## src/rtl/nibble_serial_adder.sv

```systemverilog
`default_nettype none
// ============================================================================
// Module      : nibble_serial_adder
// Description : Sequential W-bit adder (W = 4*NIBBLES). One 4-bit ripple add
//               per clock, least-significant nibble first, carry registered
//               between nibbles. Valid/ready handshake on both sides.
// Revision    : 1.0 - initial release
// ----------------------------------------------------------------------------
// Ports
//   clk        in   rising-edge clock
//   rst_n      in   synchronous active-low reset
//   in_valid   in   operands a, b, cin presented
//   in_ready   out  block can accept operands (IDLE)
//   a, b       in   W-bit operands
//   cin        in   carry-in to nibble 0
//   out_valid  out  result available (DONE)
//   out_ready  in   consumer accepts result
//   sum        out  registered (a + b + cin) mod 2^W
//   cout       out  carry out of the MSB nibble
//   ovf        out  two's-complement overflow
// ============================================================================
module nibble_serial_adder #(
    parameter int NIBBLES = 4
) (
    input  logic                 clk,
    input  logic                 rst_n,
    input  logic                 in_valid,
    output logic                 in_ready,
    input  logic [4*NIBBLES-1:0] a,
    input  logic [4*NIBBLES-1:0] b,
    input  logic                 cin,
    output logic                 out_valid,
    input  logic                 out_ready,
    output logic [4*NIBBLES-1:0] sum,
    output logic                 cout,
    output logic                 ovf
);

    localparam int W     = 4 * NIBBLES;
    localparam int IDX_W = (NIBBLES > 2) ? $clog2(NIBBLES) : 1;
    localparam logic [IDX_W-1:0] C_LAST_IDX = IDX_W'(NIBBLES - 1);

    typedef enum logic [1:0] {
        ST_IDLE = 2'd0,
        ST_RUN  = 2'd1,
        ST_DONE = 2'd2
    } state_t;

    state_t           state_q,     state_d;
    logic [IDX_W-1:0] idx_q,       idx_d;
    logic             carry_q,     carry_d;
    logic [W-1:0]     a_q,         a_d;
    logic [W-1:0]     b_q,         b_d;
    logic [W-1:0]     sum_q,       sum_d;
    logic             cout_q,      cout_d;
    logic             ovf_q,       ovf_d;
    logic             out_valid_q, out_valid_d;

    // Shared 4-bit datapath for the current nibble
    logic [3:0] w_nib_a;
    logic [3:0] w_nib_b;
    logic [4:0] w_nib_res;
    logic [3:0] w_low3_res;   // bit 3 = carry into the nibble's top bit

    assign w_nib_a    = a_q[idx_q*4 +: 4];
    assign w_nib_b    = b_q[idx_q*4 +: 4];
    assign w_nib_res  = {1'b0, w_nib_a} + {1'b0, w_nib_b} + {4'b0000, carry_q};
    assign w_low3_res = {1'b0, w_nib_a[2:0]} + {1'b0, w_nib_b[2:0]} + {3'b000, carry_q};

    always_comb begin
        state_d     = state_q;
        idx_d       = idx_q;
        carry_d     = carry_q;
        a_d         = a_q;
        b_d         = b_q;
        sum_d       = sum_q;
        cout_d      = cout_q;
        ovf_d       = ovf_q;
        out_valid_d = out_valid_q;

        case (state_q)
            ST_IDLE: begin
                if (in_valid) begin
                    a_d     = a;
                    b_d     = b;
                    carry_d = cin;
                    idx_d   = '0;
                    sum_d   = '0;
                    cout_d  = 1'b0;
                    ovf_d   = 1'b0;
                    state_d = ST_RUN;
                end
            end
            ST_RUN: begin
                sum_d[idx_q*4 +: 4] = w_nib_res[3:0];
                carry_d             = w_nib_res[4];
                if (idx_q == C_LAST_IDX) begin
                    // On the MSB nibble the internal bit-3 carry is the carry
                    // into bit W-1, so overflow is that carry XOR carry-out.
                    idx_d       = '0;
                    cout_d      = w_nib_res[4];
                    ovf_d       = w_low3_res[3] ^ w_nib_res[4];
                    out_valid_d = 1'b1;
                    state_d     = ST_DONE;
                end else begin
                    idx_d = idx_q + IDX_W'(1);
                end
            end
            ST_DONE: begin
                if (out_ready) begin
                    out_valid_d = 1'b0;
                    state_d     = ST_IDLE;
                end
            end
            default: begin
                state_d = ST_IDLE;
            end
        endcase
    end

    always_ff @(posedge clk) begin
        if (!rst_n) begin
            state_q     <= ST_IDLE;
            idx_q       <= '0;
            carry_q     <= 1'b0;
            a_q         <= '0;
            b_q         <= '0;
            sum_q       <= '0;
            cout_q      <= 1'b0;
            ovf_q       <= 1'b0;
            out_valid_q <= 1'b0;
        end else begin
            state_q     <= state_d;
            idx_q       <= idx_d;
            carry_q     <= carry_d;
            a_q         <= a_d;
            b_q         <= b_d;
            sum_q       <= sum_d;
            cout_q      <= cout_d;
            ovf_q       <= ovf_d;
            out_valid_q <= out_valid_d;
        end
    end

    assign in_ready  = (state_q == ST_IDLE);
    assign out_valid = out_valid_q;
    assign sum       = sum_q;
    assign cout      = cout_q;
    assign ovf       = ovf_q;

endmodule
`default_nettype wire

```

## config.mk

```make
export PLATFORM = sky130hd
export DESIGN_NAME = nibble_serial_adder
export DESIGN_NICKNAME = d
export VERILOG_FILES = /design/src/rtl/nibble_serial_adder.sv
export SDC_FILE = /design/constraint.sdc
export NUM_CORES = 1
export LEC_CHECK = 0
export CORE_MARGIN = 1
export CORE_UTILIZATION = 45
export DETAILED_ROUTE_END_ITERATION = 8
export HOLD_SLACK_MARGIN = 0.05
export PLACE_DENSITY = 0.83
export SKIP_CTS_REPAIR_TIMING = 1
export SLEW_MARGIN = 20
export SYNTH_ARGS = -nofsm -noshare
export SYNTH_HDL_FRONTEND = slang
export SYNTH_SLANG_ARGS = --single-unit
```

## constraint.sdc

```tcl
create_clock -name clk -period 2.6 [get_ports clk]
set_input_delay 0.26 -clock clk [delete_from_list [all_inputs] [get_ports clk]]
set_output_delay 0.26 -clock clk [all_outputs]
set_load 0.03 [all_outputs]
```

### Yosys cells after proc, flatten, opt, wreduce, memory -nomap -nowiden

Index checks and enable logic that the tools add are counted.

* output and inout port bits: 20
* flip-flop bits (word level): 56
* logic and storage cells: 54
* input bits: 37

* mux-type cells: 20
* shift operators: 4
* add/sub/neg operators: 6
* bitwise operators: 1
* reduce and logical (&&, ||, !) cells: 8
* eq/ne operators: 6

Operators by type and width (count)
* negator 4 -> 34 bit: 1
* variable shift 4 x 34 -> 16 bit (first input constant): 1
* indexed part select 4 x 34 -> 16 bit: 1
* case mux 16 bit (2 select lines): 1
* indexed part select 16 x 5 -> 4 bit: 2
* bitwise mux 16 bit: 1
* 2-to-1 mux 16 bit: 1
* 2-to-1 mux 2 bit: 5
* AND reduction 3 bit: 3
* case mux 1 bit (2 select lines): 4
* 2-to-1 mux 1 bit: 6
* != test 2 bit (second input constant): 3
* case mux 2 bit (3 select lines): 1
* adder 4 x 4 -> 5 bit: 1
* adder 5 x 1 -> 5 bit: 1
* adder 3 x 3 -> 4 bit: 1
* adder 4 x 1 -> 4 bit: 1
* == test 2 bit (second input constant): 2
* case mux 2 bit (2 select lines): 1
* AND reduction 2 bit: 2
* nonzero test 2 bit: 2
* adder 2 x 1 -> 2 bit (second input constant): 1
* == test 2 x 1 -> 1 bit (second input constant): 1
* logical NOT 2 bit: 1
* XOR 1 bit: 1

### Longest topological paths before layout

* word-level depth: 6
* gate-level depth with buffers: 8
* depth with buffers taken out: 7

### Least setup slack after synthesis

No wires, ideal clock.

* path type: reg-to-reg
* start: register idx_q[0]
* end: register sum_q[2] (netlist: sum[2])
* period minus slack after synthesis: 2485 ps
* setup slack: 115 ps
* cell stages (with the launch flop): 8
* setup time: 128 ps
* required time: 2472 ps
* arrival time: 2358 ps
* cells stage by stage: dfxtp_1 -> buf_4 -> mux4_2 -> fa_1 -> fa_1 -> xor2_1 -> a22oi_1 -> nor2_1

* word-level cells in the longest chain between the ends: 6
* elaborated cells on any way between the ends: 9
* those cells by class: 3 x add/sub; 4 x shift; 2 x mux

RTL lines
* start, declared: line 50 `logic [IDX_W-1:0] idx_q, idx_d;`
* start signal, assigned: line 134 `idx_q <= idx_d;`
* indexed part select 16 x 5 -> 4 bit (on tied branches): line 65, 66
* adder 4 x 4 -> 5 bit: line 67 `assign w_nib_res = {1'b0, w_nib_a} + {1'b0, w_nib_b} + {4'b0000, carry_q};`
* adder 5 x 1 -> 5 bit: line 67
* indexed part select 4 x 34 -> 16 bit: line 95 `sum_d[idx_q*4 +: 4] = w_nib_res[3:0];`
* bitwise mux 16 bit (*): line 95
* case mux 16 bit (2 select lines) (*): line 81 `case (state_q)`
* end signal, assigned: line 138 `sum_q <= sum_d;`
* end, declared: line 54 `logic [W-1:0] sum_q, sum_d;`

Mark *: on every way between the ends. The rest lies on a longest branch, timed or not.
A chain may end at the register's enable or synchronous reset.

### Worst setup path after layout

* start: register idx_q[0]
* end: register sum_q[10] (netlist: sum[10])

The elaborated chain is that of the path after synthesis.

==> run summary <==
status = complete, no violations
endpoints failing setup = 0
Setup TNS = 0 ns
max_cap viols = 0
Setup crit end = sum[10]
starting density of the core = 47.9%
Worst Path Required = 2.79 ns
Clock power frac = 31.5%
initial antenna violation count = 0
ant diodes = 0
CTS Sinks = 56
Setup crit start = idx_q[0]
crit end category = flip-flop
sequential area share after synthesis = 44.6%
CP startpoint kind = flip-flop
leakage power = 1.18 nW
initial drt markers = 153
ranking of synthesized cells by area = dfxtp_1 (45%), nand2_1 (12%), a21oi_1 (8.0%)
worst reg2reg path startpoint = idx_q[0]
DP Area = 3090 um2
vias per inst = 5.21
maximum vdd drop = 0.000385 V
worst-path fanout max = 13
Overall Global Routing Usage = 19.1%
fin util = 61.3%
Slew headroom = 58.6%
chip width = 76.7 um
type of the worst setup path = reg -> reg
final wirelength = 5370 um
Syn Area/Cell = 8.94 um2
ANT nets after route = 0
Post-Route M1 WL = 2430 um
Final nets = 379
FF-to-FF End = sum[10]
share of cells above drive strength 1 = 8.68%
First-pass DRT Iterations = 6
commonest non-fill, non-tap cells in the layout = nand2_1 (77), dfxtp_1 (56), clkdlybuf4s50_1 (56)
Switch Pwr = 0.453 mW
Pwr Density = 553 nW/um2
critical path's slowest cell = fa_1
leading cell type in the layout, fill and taps excluded = nand2_1
Clock Skews = 0.00629 ns
f_max = 415 MHz
Root Driver = clkbuf_8
Tcrit/Tclk final = 92.8%
# IOs = 57
met3 wire length = 260 um
CTS Buf Count = 5
Synth-to-Final Area Change = 27.8%
critical path's top delay family = adder cells
port buffer count = 56
Max Used Layer = met4
Synth area leader = dfxtp_1
Clk pin slew, worst setup/hold paths = 0.10 ns
RePlAce Congestion = 0.806
largest net degree at the start of global routing = 47
sequential share of power = 51.7%
Cells after Synth = 281
post-route cell area = 3210 um2
r2r setup slk = 0.19 ns
fin. max-slew vios = 0
die height = 76.7 um
H-Tree Depth = 2
Cell Chain, Critical Path = buf_6 > mux4_2 > fa_1 > fa_1 > xor2_2 > a22oi_1 > nor2_1
Cell Count Post-Placement = 396
grt ovf = 0
max incr delay on CP = 0.46 ns
WL met2 = 2640 um
Vias = 2105
RSZ-0062 raised after global routing = no
DIE AREA = 5880 um2
synthesized flop and latch total = 56
CTS tree = done
sw frac = 25.5%
Mapped Nets = 327
Synth top area share = 44.6%
Reg2Reg Depth = 7
# DRC = 0
Cell Count, Final, Fillers Out = 404
vias in the first global route = 1977
CP dominant cell by count = fa_1
Int Power = 1.32 mW
Netlist cell types = 36
Clock Latency Late Sink = 0.30 ns
clk buf depth = 2
Core ar. = 5240 um2
combinational fraction of design power = 16.8%
cell row count = 26
Yosys warning count = 0
wire per inst = 13.3 um
Syn Std Cell Area = 2510 um2
Least-Margin Pin Slew = 0.621 ns
Tmin final = 2.41 ns
WHS = 0.459 ns
critical path data arrival time = 2.60 ns
worst min path class = reg -> reg
post-DP HPWL = 3950 um
WP depth = 7
CP Buf/Inv Count = 1
first-pass GRT wire length = 9050 um
Final Hold Fails = 0
power groups by stage:
| stage | Clock, mW | Sequential [mW] | Combinational [mW] |
|---|---|---|---|
| finish | 0.559 | 0.919 | 0.298 |
| floorplan | 0 | 0.935 | 0.194 |
| global route | 0.604 | 0.923 | 0.326 |
| CTS | 0.568 | 0.919 | 0.295 |
| detailed placement | 0 | 0.939 | 0.292 |
| global placement | 0 | 0.936 | 0.287 |
per-layer routing:
| layer | vias up | GRT usage, % |
|---|---|---|
| met5 | - | 0 |
| met4 | 0 | 4.62 |
| met3 | 6 | 3.81 |
| met2 | 64 | 32.6 |
| met1 | 975 | 24.7 |
| li1 | 1060 | - |
stage by stage:
| step | total power [mW] | setup WS, ns |
|---|---|---|
| after floorplan | 1.13 | 0.115 |
| after global routing | 1.85 | 0.0446 |
| final | 1.78 | 0.188 |
| after CTS | 1.78 | 0.113 |
| after detailed placement | 1.23 | 0.166 |
| after global placement | 1.22 | 0.253 |
synth_stat cells:
cell       n
nor3b_4    1
nor4b_4    1
nand3_1    7
nand2b_4   1
ha_1       7
buf_4      2
xnor2_1    1
a21oi_1   40
xor2_1     1
and4bb_2   1
a22oi_1   12
nor2b_1    2
nor3b_1    1
nor2_1    21
and3_1     2
mux2i_1    1
nor4_4     1
dfxtp_1   56
or2_2      1
nand2_1   77
o211ai_1   1
fa_1       2
buf_6      5
a21oi_2    1
o21bai_1   1
clkinv_1   1
mux4_2     8
nor3_1     1
buf_2      5
a21o_1     3
inv_1      2
nand2b_1   1
a211oi_1   1
clkbuf_1   5
a31oi_1    1
o21ai_0    7
flip-flops by register name (all words and copies together), names as in the netlist:
register / count
a_q: 16
b_q: 16
carry_q: 1
cout: 1
idx_q: 2
out_valid: 1
ovf: 1
state_q: 2
sum: 16
worst min path at each step:
stage,cells past startpoint,endpoint,startpoint
final,2,a_q[6],a_q[6]
after global routing,2,sum[15],sum[15]
after floorplan,2,a_q[0],a[0]
after detailed placement,2,a_q[6],a_q[6]
after CTS,2,a_q[6],a_q[6]
after global placement,2,a_q[3],a_q[3]
worst reg2reg max path: stages, from the launching register on:
cell and delay [ns]:
dfxtp_1 0.38, buf_6 0.20, mux4_2 0.33, fa_1 0.45
fa_1 0.46, xor2_2 0.22, a22oi_1 0.18, nor2_1 0.06
cell type report:
class,count,area (um2)
Clock buffer,6,72.6
Clock inverter,2,35.0
Fill cell,451,2030
Inverter,3,11.3
Multi-Input combinational cell,205,1270
Sequential cell,56,1120
Tap cell,70,87.6
Timing Repair Buffer,62,609
cells by family after synthesis:
family | synth area share (%)
mux | 7.57
compound gates | 15.3
fa+ha+maj | 5.08
simple gates | 21.6
buf+inv | 5.03
xor+xnor | 0.698
flops | 44.6
(Power assumes the default switching activity.)
